<file path="config.mk">
export PLATFORM = sky130hd
export DESIGN_NAME = music_box_input_conditioner
export DESIGN_NICKNAME = d
export VERILOG_FILES = /design/src/rtl/music_box_input_conditioner.sv
export SDC_FILE = /design/constraint.sdc
export NUM_CORES = 1
export LEC_CHECK = 0
export CAP_MARGIN = 25
export CELL_PAD_IN_SITES_DETAIL_PLACEMENT = 0
export CELL_PAD_IN_SITES_GLOBAL_PLACEMENT = 2
export CORE_UTILIZATION = 37
export CTS_CLUSTER_SIZE = 16
export DETAILED_ROUTE_END_ITERATION = 6
export PLACE_DENSITY_LB_ADDON = 0.12
export REMOVE_ABC_BUFFERS = 1
export SYNTH_ARGS = -nofsm -noshare
export SYNTH_HDL_FRONTEND = slang
export SYNTH_SLANG_ARGS = --single-unit
</file>
<file path="constraint.sdc">
create_clock -name clock_50Mhz -period 2.1 [get_ports clock_50Mhz]
set_input_delay 0.42 -clock clock_50Mhz [delete_from_list [all_inputs] [get_ports clock_50Mhz]]
set_output_delay 0.42 -clock clock_50Mhz [all_outputs]
set_load 0.1 [all_outputs]
</file>
<file path="src/rtl/music_box_input_conditioner.sv">
// Music box input conditioner.
// Synchronizes, debounces and edge-detects the four active-low control
// buttons and six active-high music keys feeding the music box state
// controller. Debounced levels are registered; press/key events are
// single-cycle pulses one cycle after the debounced level changes.
// Optional build macro: MUSICBOX_INPUT_LOCKOUT_EN -- the first debounced
// button press owns the button group and masks the other buttons until
// the owner is released (music keys are never masked).
module music_box_input_conditioner #(
  parameter int DEBOUNCE_CYCLES = 500000,
  parameter int SYNC_STAGES     = 2
) (
  input  logic       clock_50Mhz,
  input  logic       reset_n,
  input  logic       raw_PlaySong0_n,
  input  logic       raw_PlaySong1_n,
  input  logic       raw_PlayRecording_n,
  input  logic       raw_MakeRecording_n,
  input  logic [5:0] raw_MusicKey,
  output logic       input_PlaySong0_n,
  output logic       input_PlaySong1_n,
  output logic       input_PlayRecording_n,
  output logic       input_MakeRecording_n,
  output logic [5:0] input_MusicKey,
  output logic [3:0] press_event,
  output logic [5:0] key_event
);

  // Channel map: bits [3:0] are buttons {MakeRec, PlayRec, Song1, Song0},
  // bits [9:4] are music keys 0..5.
  localparam int NCH   = 10;
  localparam int CNT_W = $clog2(DEBOUNCE_CYCLES + 1);

  localparam logic [CNT_W-1:0] CNT_ZERO = CNT_W'(1'b0);
  localparam logic [CNT_W-1:0] CNT_ONE  = CNT_W'(1'b1);
  localparam logic [CNT_W-1:0] CNT_LAST = CNT_W'(DEBOUNCE_CYCLES - 1);

  // Idle level of every channel: buttons released high, keys released low.
  localparam logic [NCH-1:0] IDLE_LEVEL = {6'b000000, 4'b1111};

  logic [NCH-1:0]   raw_s;
  logic [NCH-1:0]   sync_r [SYNC_STAGES];
  logic [NCH-1:0]   sync_out_s;
  logic [NCH-1:0]   db_r;
  logic [NCH-1:0]   db_next_s;
  logic [CNT_W-1:0] cnt_r      [NCH];
  logic [CNT_W-1:0] cnt_next_s [NCH];

  logic [3:0] btn_out_r;
  logic [3:0] btn_out_next_s;
  logic [3:0] btn_prev_r;
  logic [3:0] press_event_r;
  logic [5:0] key_prev_r;
  logic [5:0] key_event_r;

  assign raw_s = {raw_MusicKey, raw_MakeRecording_n, raw_PlayRecording_n,
                  raw_PlaySong1_n, raw_PlaySong0_n};

  // Synchronizer chain per channel; resets to the idle level so reset
  // release never looks like an input edge.
  always_ff @(posedge clock_50Mhz or negedge reset_n) begin
    if (!reset_n) begin
      for (int s = 0; s < SYNC_STAGES; s++) begin
        sync_r[s] <= IDLE_LEVEL;
      end
    end else begin
      sync_r[0] <= raw_s;
      for (int s = 1; s < SYNC_STAGES; s++) begin
        sync_r[s] <= sync_r[s-1];
      end
    end
  end

  assign sync_out_s = sync_r[SYNC_STAGES-1];

  // Debounce next state: count consecutive mismatched cycles, accept the
  // new level on the DEBOUNCE_CYCLES-th one, clear on any matching cycle.
  always_comb begin
    db_next_s = db_r;
    for (int i = 0; i < NCH; i++) begin
      cnt_next_s[i] = CNT_ZERO;
      if (sync_out_s[i] == db_r[i]) begin
        cnt_next_s[i] = CNT_ZERO;
      end else if (cnt_r[i] >= CNT_LAST) begin
        db_next_s[i]  = sync_out_s[i];
        cnt_next_s[i] = CNT_ZERO;
      end else begin
        cnt_next_s[i] = cnt_r[i] + CNT_ONE;
      end
    end
  end

  // Debounced state and stable counters.
  always_ff @(posedge clock_50Mhz or negedge reset_n) begin
    if (!reset_n) begin
      db_r <= IDLE_LEVEL;
      for (int i = 0; i < NCH; i++) begin
        cnt_r[i] <= CNT_ZERO;
      end
    end else begin
      db_r <= db_next_s;
      for (int i = 0; i < NCH; i++) begin
        cnt_r[i] <= cnt_next_s[i];
      end
    end
  end

`ifdef MUSICBOX_INPUT_LOCKOUT_EN
  logic       owner_valid_r;
  logic       owner_valid_next_s;
  logic [1:0] owner_idx_r;
  logic [1:0] owner_idx_next_s;
  logic [3:0] blocked_r;
  logic [3:0] blocked_next_s;
  logic [3:0] held_s;
  logic [3:0] cand_s;

  // Ownership arbitration: the first unmasked press claims the group; any
  // other button held while an owner exists stays masked until released.
  always_comb begin
    held_s             = ~db_next_s[3:0];
    cand_s             = held_s & ~blocked_r;
    owner_valid_next_s = owner_valid_r;
    owner_idx_next_s   = owner_idx_r;
    blocked_next_s     = blocked_r & held_s;
    if (owner_valid_r) begin
      if (!held_s[owner_idx_r]) begin
        owner_valid_next_s = 1'b0;
      end else begin
        owner_valid_next_s = 1'b1;
      end
      for (int i = 0; i < 4; i++) begin
        blocked_next_s[i] = blocked_next_s[i] |
                            (held_s[i] & (2'(i) != owner_idx_r));
      end
    end else begin
      if (cand_s[3]) begin
        owner_valid_next_s = 1'b1;
        owner_idx_next_s   = 2'd3;
      end else if (cand_s[2]) begin
        owner_valid_next_s = 1'b1;
        owner_idx_next_s   = 2'd2;
      end else if (cand_s[1]) begin
        owner_valid_next_s = 1'b1;
        owner_idx_next_s   = 2'd1;
      end else if (cand_s[0]) begin
        owner_valid_next_s = 1'b1;
        owner_idx_next_s   = 2'd0;
      end else begin
        owner_valid_next_s = 1'b0;
        owner_idx_next_s   = owner_idx_r;
      end
      // Simultaneous losers are masked until they are released.
      for (int i = 0; i < 4; i++) begin
        blocked_next_s[i] = blocked_next_s[i] |
                            (cand_s[i] & owner_valid_next_s &
                             (2'(i) != owner_idx_next_s));
      end
    end
    btn_out_next_s = db_next_s[3:0] | blocked_next_s;
  end

  // Ownership and mask registers.
  always_ff @(posedge clock_50Mhz or negedge reset_n) begin
    if (!reset_n) begin
      owner_valid_r <= 1'b0;
      owner_idx_r   <= 2'd0;
      blocked_r     <= 4'b0000;
    end else begin
      owner_valid_r <= owner_valid_next_s;
      owner_idx_r   <= owner_idx_next_s;
      blocked_r     <= blocked_next_s;
    end
  end
`else
  // Each button output follows its own debounced state.
  always_comb begin
    btn_out_next_s = db_next_s[3:0];
  end
`endif

  // Output levels and single-cycle press/key pulses, one cycle after the
  // debounced level change.
  always_ff @(posedge clock_50Mhz or negedge reset_n) begin
    if (!reset_n) begin
      btn_out_r     <= 4'b1111;
      btn_prev_r    <= 4'b1111;
      press_event_r <= 4'b0000;
      key_prev_r    <= 6'b000000;
      key_event_r   <= 6'b000000;
    end else begin
      btn_out_r     <= btn_out_next_s;
      btn_prev_r    <= btn_out_r;
      press_event_r <= btn_prev_r & ~btn_out_r;
      key_prev_r    <= db_r[9:4];
      key_event_r   <= db_r[9:4] & ~key_prev_r;
    end
  end

  assign input_PlaySong0_n     = btn_out_r[0];
  assign input_PlaySong1_n     = btn_out_r[1];
  assign input_PlayRecording_n = btn_out_r[2];
  assign input_MakeRecording_n = btn_out_r[3];
  assign input_MusicKey        = db_r[9:4];
  assign press_event           = press_event_r;
  assign key_event             = key_event_r;

endmodule

</file>
Word level (Yosys, flattened, before mapping). Index checks and enable logic that the tools add are counted.

Bits in registers: 240. Logic and storage cells: 100. Bits of input ports: 12. Output and inout port bits: 20.

Equal/unequal tests: 10. Bitwise operators: 14. Add/sub/neg operators: 10. Reductions and logical operators: 10. Mux-type cells: 20. $lt $le $gt $ge: 10.

Operators by type and width (count): 19-bit 2-to-1 mux (20); 19-bit by 1-bit adder with 19-bit output (second input constant) (10); 19-bit >= comparator (second input constant) (10); 2-bit AND reduction (10); 1-bit equality test (10); 1-bit NOT (10); 6-bit bitwise AND (1); 6-bit NOT (1); 4-bit bitwise AND (1); 4-bit NOT (1).

Longest topological paths before layout.
Depth after elaboration: 3. Depth in mapped cells: 8. Depth with buffers taken out: 6.

Worst setup path after synthesis. Ideal clock, no wire load.

Path type: register to register. From: register cnt_r[123] in the netlist's numbering. To: register cnt_r[124] in the netlist's numbering. Slack: 0.061 ns. Stages on the path, launching flop included: 7. Data arrival time: 1.918 ns. Period minus slack after synthesis: 2.039 ns. Cells stage by stage: dfrtp_1 -> or2_2 -> or4_1 -> o211a_1 -> o211ai_2 -> buf_2 -> nor2_1.

RTL lines: start: declaration (line 46) `logic [CNT_W-1:0] cnt_r [NCH];`; start signal: indexed assignment (line 103) `cnt_r[i] <= cnt_next_s[i];`.

Final worst setup path.
From: register cnt_r[123] in the netlist's numbering. To: register db_r[3].

Longest elaborated chain between the ends: 2.

Ends and longest elaborated chain: 19-bit >= comparator (line 84) `end else if (cnt_r[i] >= CNT_LAST) begin`; 2-bit AND reduction (no line); end signal: assignment (line 101) `db_r <= db_next_s;`; end: declaration (line 44) `logic [NCH-1:0] db_r;`.

Every way passes these cells. A chain may end at the register's enable or synchronous reset.

==> flow_summary.json <==
{
  "worst-endpoint-required_ns": 2.57,
  "wl_per_cell_um": 13.1,
  "ys_seq_area_frac": 0.555,
  "hpwl_um": 13700,
  "max_freq_mhz": 500,
  "yosysWarnings": 0,
  "core_area_um2": 28800,
  "vias": 7481,
  "min_path_cells": 1,
  "drt_iter0_drc": 301,
  "post_cts_buffers": 0,
  "drv_cap": 0,
  "fp-row-count": 62,
  "p_seq_frac": 0.466,
  "ys_ff_latch": 240,
  "dieArea_um2": 30100,
  "drc_errors": 0,
  "power_frac_clock": 0.502,
  "grt_pass1_vias": 7787,
  "first_pass_iters": 4,
  "whs_endpoint": "sync_r[10]",
  "setup_tns_ns": 0,
  "min_path_type": "in -> reg",
  "drive_gt1_frac": 0.129,
  "timing.hold.ws_ns": 0.286,
  "finalHoldViolCount": 0,
  "switching_power_mw": 2.19,
  "drv_slew": 0,
  "cts_root_buffer": "clkbuf_16",
  "vias_per_cell": 4.76,
  "h-tree-depth": 1,
  "worst_pin_slew_ns": 0.494,
  "power_frac_comb": 0.032,
  "synth_cell_type_count": 43,
  "crit_arrival_ns": 2.47,
  "antenna_found_initial": 0,
  "ir_drop_uv": 528,
  "gr-total-overflow": 0,
  "p_int_mw": 8.02,
  "min_from": "raw_PlaySong0_n",
  "critPathKind": "reg -> reg",
  "synth_area_um2": 10900,
  "portBuffers": 31,
  "cts.reportedPaths.clkPinSlew_ns": 0.06,
  "reg2reg_depth": 5,
  "start_util": 0.377,
  "p_per_area_nw_per_um2": 781,
  "rrSetupSlack_ns": 0.1,
  "grt_start_max_net_pins": 50,
  "synthToLayoutAreaGrowth_pct": 20.3,
  "clk_path_buf_depth": 3,
  "p_sw_frac": 0.214,
  "num_io_pins": 32,
  "slew_headroom": 0.669,
  "fin_skew_ns": 0.0152,
  "finalNetCount": 1186,
  "regToRegEndpoint": "db_r[3]",
  "worstPathMaxFanout": 3,
  "p_leak_nw": 5.72,
  "clk_latency_ns": 0.54,
  "start_kind": "flop",
  "antenna_cells": 0,
  "end_kind": "flop",
  "syn_area_per_cell_um2": 10.2,
  "period_needed_ns": 2.00,
  "cts_tree": "built",
  "cts-buffers-inserted": 30,
  "r2r-start": "cnt_r[123]",
  "fillerInstances": 2766,
  "grt_use_total": 0.145,
  "post-route-period-util": 0.953,
  "status": "finished, final reports clean",
  "place.gp.congestion": 0.723,
  "cts.sinks": 240,
  "rsz0062_at_grt": "false",
  "wl_um": 20600,
  "fp.dieH_um": 173,
  "die_w_um": 173,
  "grt_pass1_wl_um": 37300,
  "ant_nets": 0,
  "finalSetupViolations": 0,
  "synth_cells": 1062
}
==> per-layer routing <==
| metal | vias up | global-route usage | routed length, µm |
|---|---|---|---|
| met5 | - | 0 | 0 |
| met4 | 0 | 0.0402 | 452 |
| met3 | 31 | 0.0250 | 670 |
| met2 | 79 | 0.234 | 9410 |
| met1 | 3577 | 0.201 | 10100 |
| li1 | 3794 | - | - |
==> kinds of logic (layout without fill, tap and decap cells) <==
family | Yosys count | count (layout) | share of synthesized area
and+or+nand+nor | 535 | 535 | 0.233
DFF | 240 | 240 | 0.555
xor gates and xnor gates | 180 | 180 | 0.145
AOI/OAI and AO/OA | 49 | 49 | 0.0305
buffers and inverters | 38 | 164 | 0.0150
adders and majority gates | 10 | 10 | 0.0115
muxes | 10 | 10 | 0.0104
==> synth_stat cells (all sizes together) <==
cell | instances | area share
nor2b | 12 | 0.0069
nor4b | 6 | 0.0048
mux2 | 10 | 0.010
ha | 10 | 0.012
a211oi | 4 | 0.0032
a21oi | 8 | 0.0037
dfstp | 16 | 0.039
and2 | 7 | 0.0040
and3 | 24 | 0.014
o21ai | 16 | 0.0074
o41ai | 1 | 0.00081
o311ai | 2 | 0.0016
clkbuf | 7 | 0.0024
nand2 | 70 | 0.024
xnor2 | 79 | 0.064
dfrtp | 224 | 0.52
nor4 | 18 | 0.010
o221ai | 1 | 0.00081
nand3 | 74 | 0.034
or3 | 4 | 0.0023
o211a | 1 | 0.00092
and4b | 3 | 0.0028
o31ai | 4 | 0.0028
nand3b | 2 | 0.0014
nand4 | 35 | 0.020
or4 | 6 | 0.0045
o21a | 7 | 0.0048
xor2 | 101 | 0.081
or2 | 2 | 0.0012
inv | 25 | 0.0086
nor2 | 233 | 0.081
nand4b | 1 | 0.00081
and4 | 10 | 0.0081
o211ai | 4 | 0.0037
o2111ai | 1 | 0.00081
nor3 | 27 | 0.012
nand2b | 1 | 0.00058
buf | 6 | 0.0039
==> state kept, by name, summed over array words and instances, names as in the netlist <==
signal / cells
cnt_r: 190
db_r: 10
sync_out_s: 10
sync_r: 10
key_event: 6
key_prev_r: 6
btn_prev_r: 4
press_event: 4
==> worst max-delay path, cell delays in order, from the launching register on <==
cell and delay, ns:
dfrtp_1 0.39, or2_2 0.31, or4_1 0.44, o211a_1 0.26, o21ai_0 0.18, mux2_2 0.35
==> area by class of cell <==
class | count | area [µm²] | area share
flip-flops and latches | 240 | 6030 | 0.461
multi-input cells | 784 | 4680 | 0.358
clock buffers | 49 | 953 | 0.0729
repair buffers | 83 | 774 | 0.0593
well taps | 384 | 480 | 0.0368
inverters | 25 | 93.8 | 0.00718
clock inverters | 7 | 66.3 | 0.00507
==> worst max-delay path by stage <==
stage	startpoint	endpoint
finish	cnt_r[123]	db_r[3]
global route	cnt_r[161]	cnt_r[154]
CTS	cnt_r[161]	cnt_r[157]
detailed placement	cnt_r[161]	cnt_r[158]
global placement	cnt_r[161]	cnt_r[163]
floorplan	cnt_r[161]	cnt_r[154]
==> stage by stage <==
step	cells	power (mW)	worst slack (ns)	area (µm²)	utilization
2_1_floorplan	1049	4.96	0.0733	10800	-
3_3_place_gp	1515	5.18	0.118	12000	0.418
3_5_place_dp	1515	5.18	0.0648	12000	0.418
4_1_cts	1572	10.4	0.0762	13100	0.454
5_1_grt	1572	10.6	0.00541	13100	0.454
6_report	1572	10.2	0.0990	13100	0.454
==> cells in the final DEF (no fill, tap or decap), types with 18 or more instances in the layout <==
master / synthesis / layout
dfrtp_1: 224 / 224
inv_1: 25 / 25
xor2_1: 101 / 101
nand3_1: 74 / 74
xnor2_1: 79 / 79
and3_1: 24 / 24
nand4_1: 35 / 35
buf_4: 0 / 61
clkbuf_16: 0 / 31
nor2_1: 233 / 233
nor4_1: 18 / 18
nor3_1: 27 / 27
nand2_1: 70 / 70
==> repair_timing <==
item	CTS	global route
resized for setup	0	2
hold endpoints to repair	37	0
hold buffers	1	0
setup endpoints to repair	0	11
==> power groups by stage <==
| stage | sequential, mW | combinational (mW) | clock [mW] |
|---|---|---|---|
| floorplan | 4.83 | 0.130 | 0 |
| global placement | 4.84 | 0.339 | 0 |
| detailed placement | 4.84 | 0.340 | 0 |
| CTS | 4.76 | 0.343 | 5.33 |
| global route | 4.77 | 0.386 | 5.49 |
| finish | 4.76 | 0.326 | 5.12 |
No activity file was read; power rests on OpenSTA's default activity.
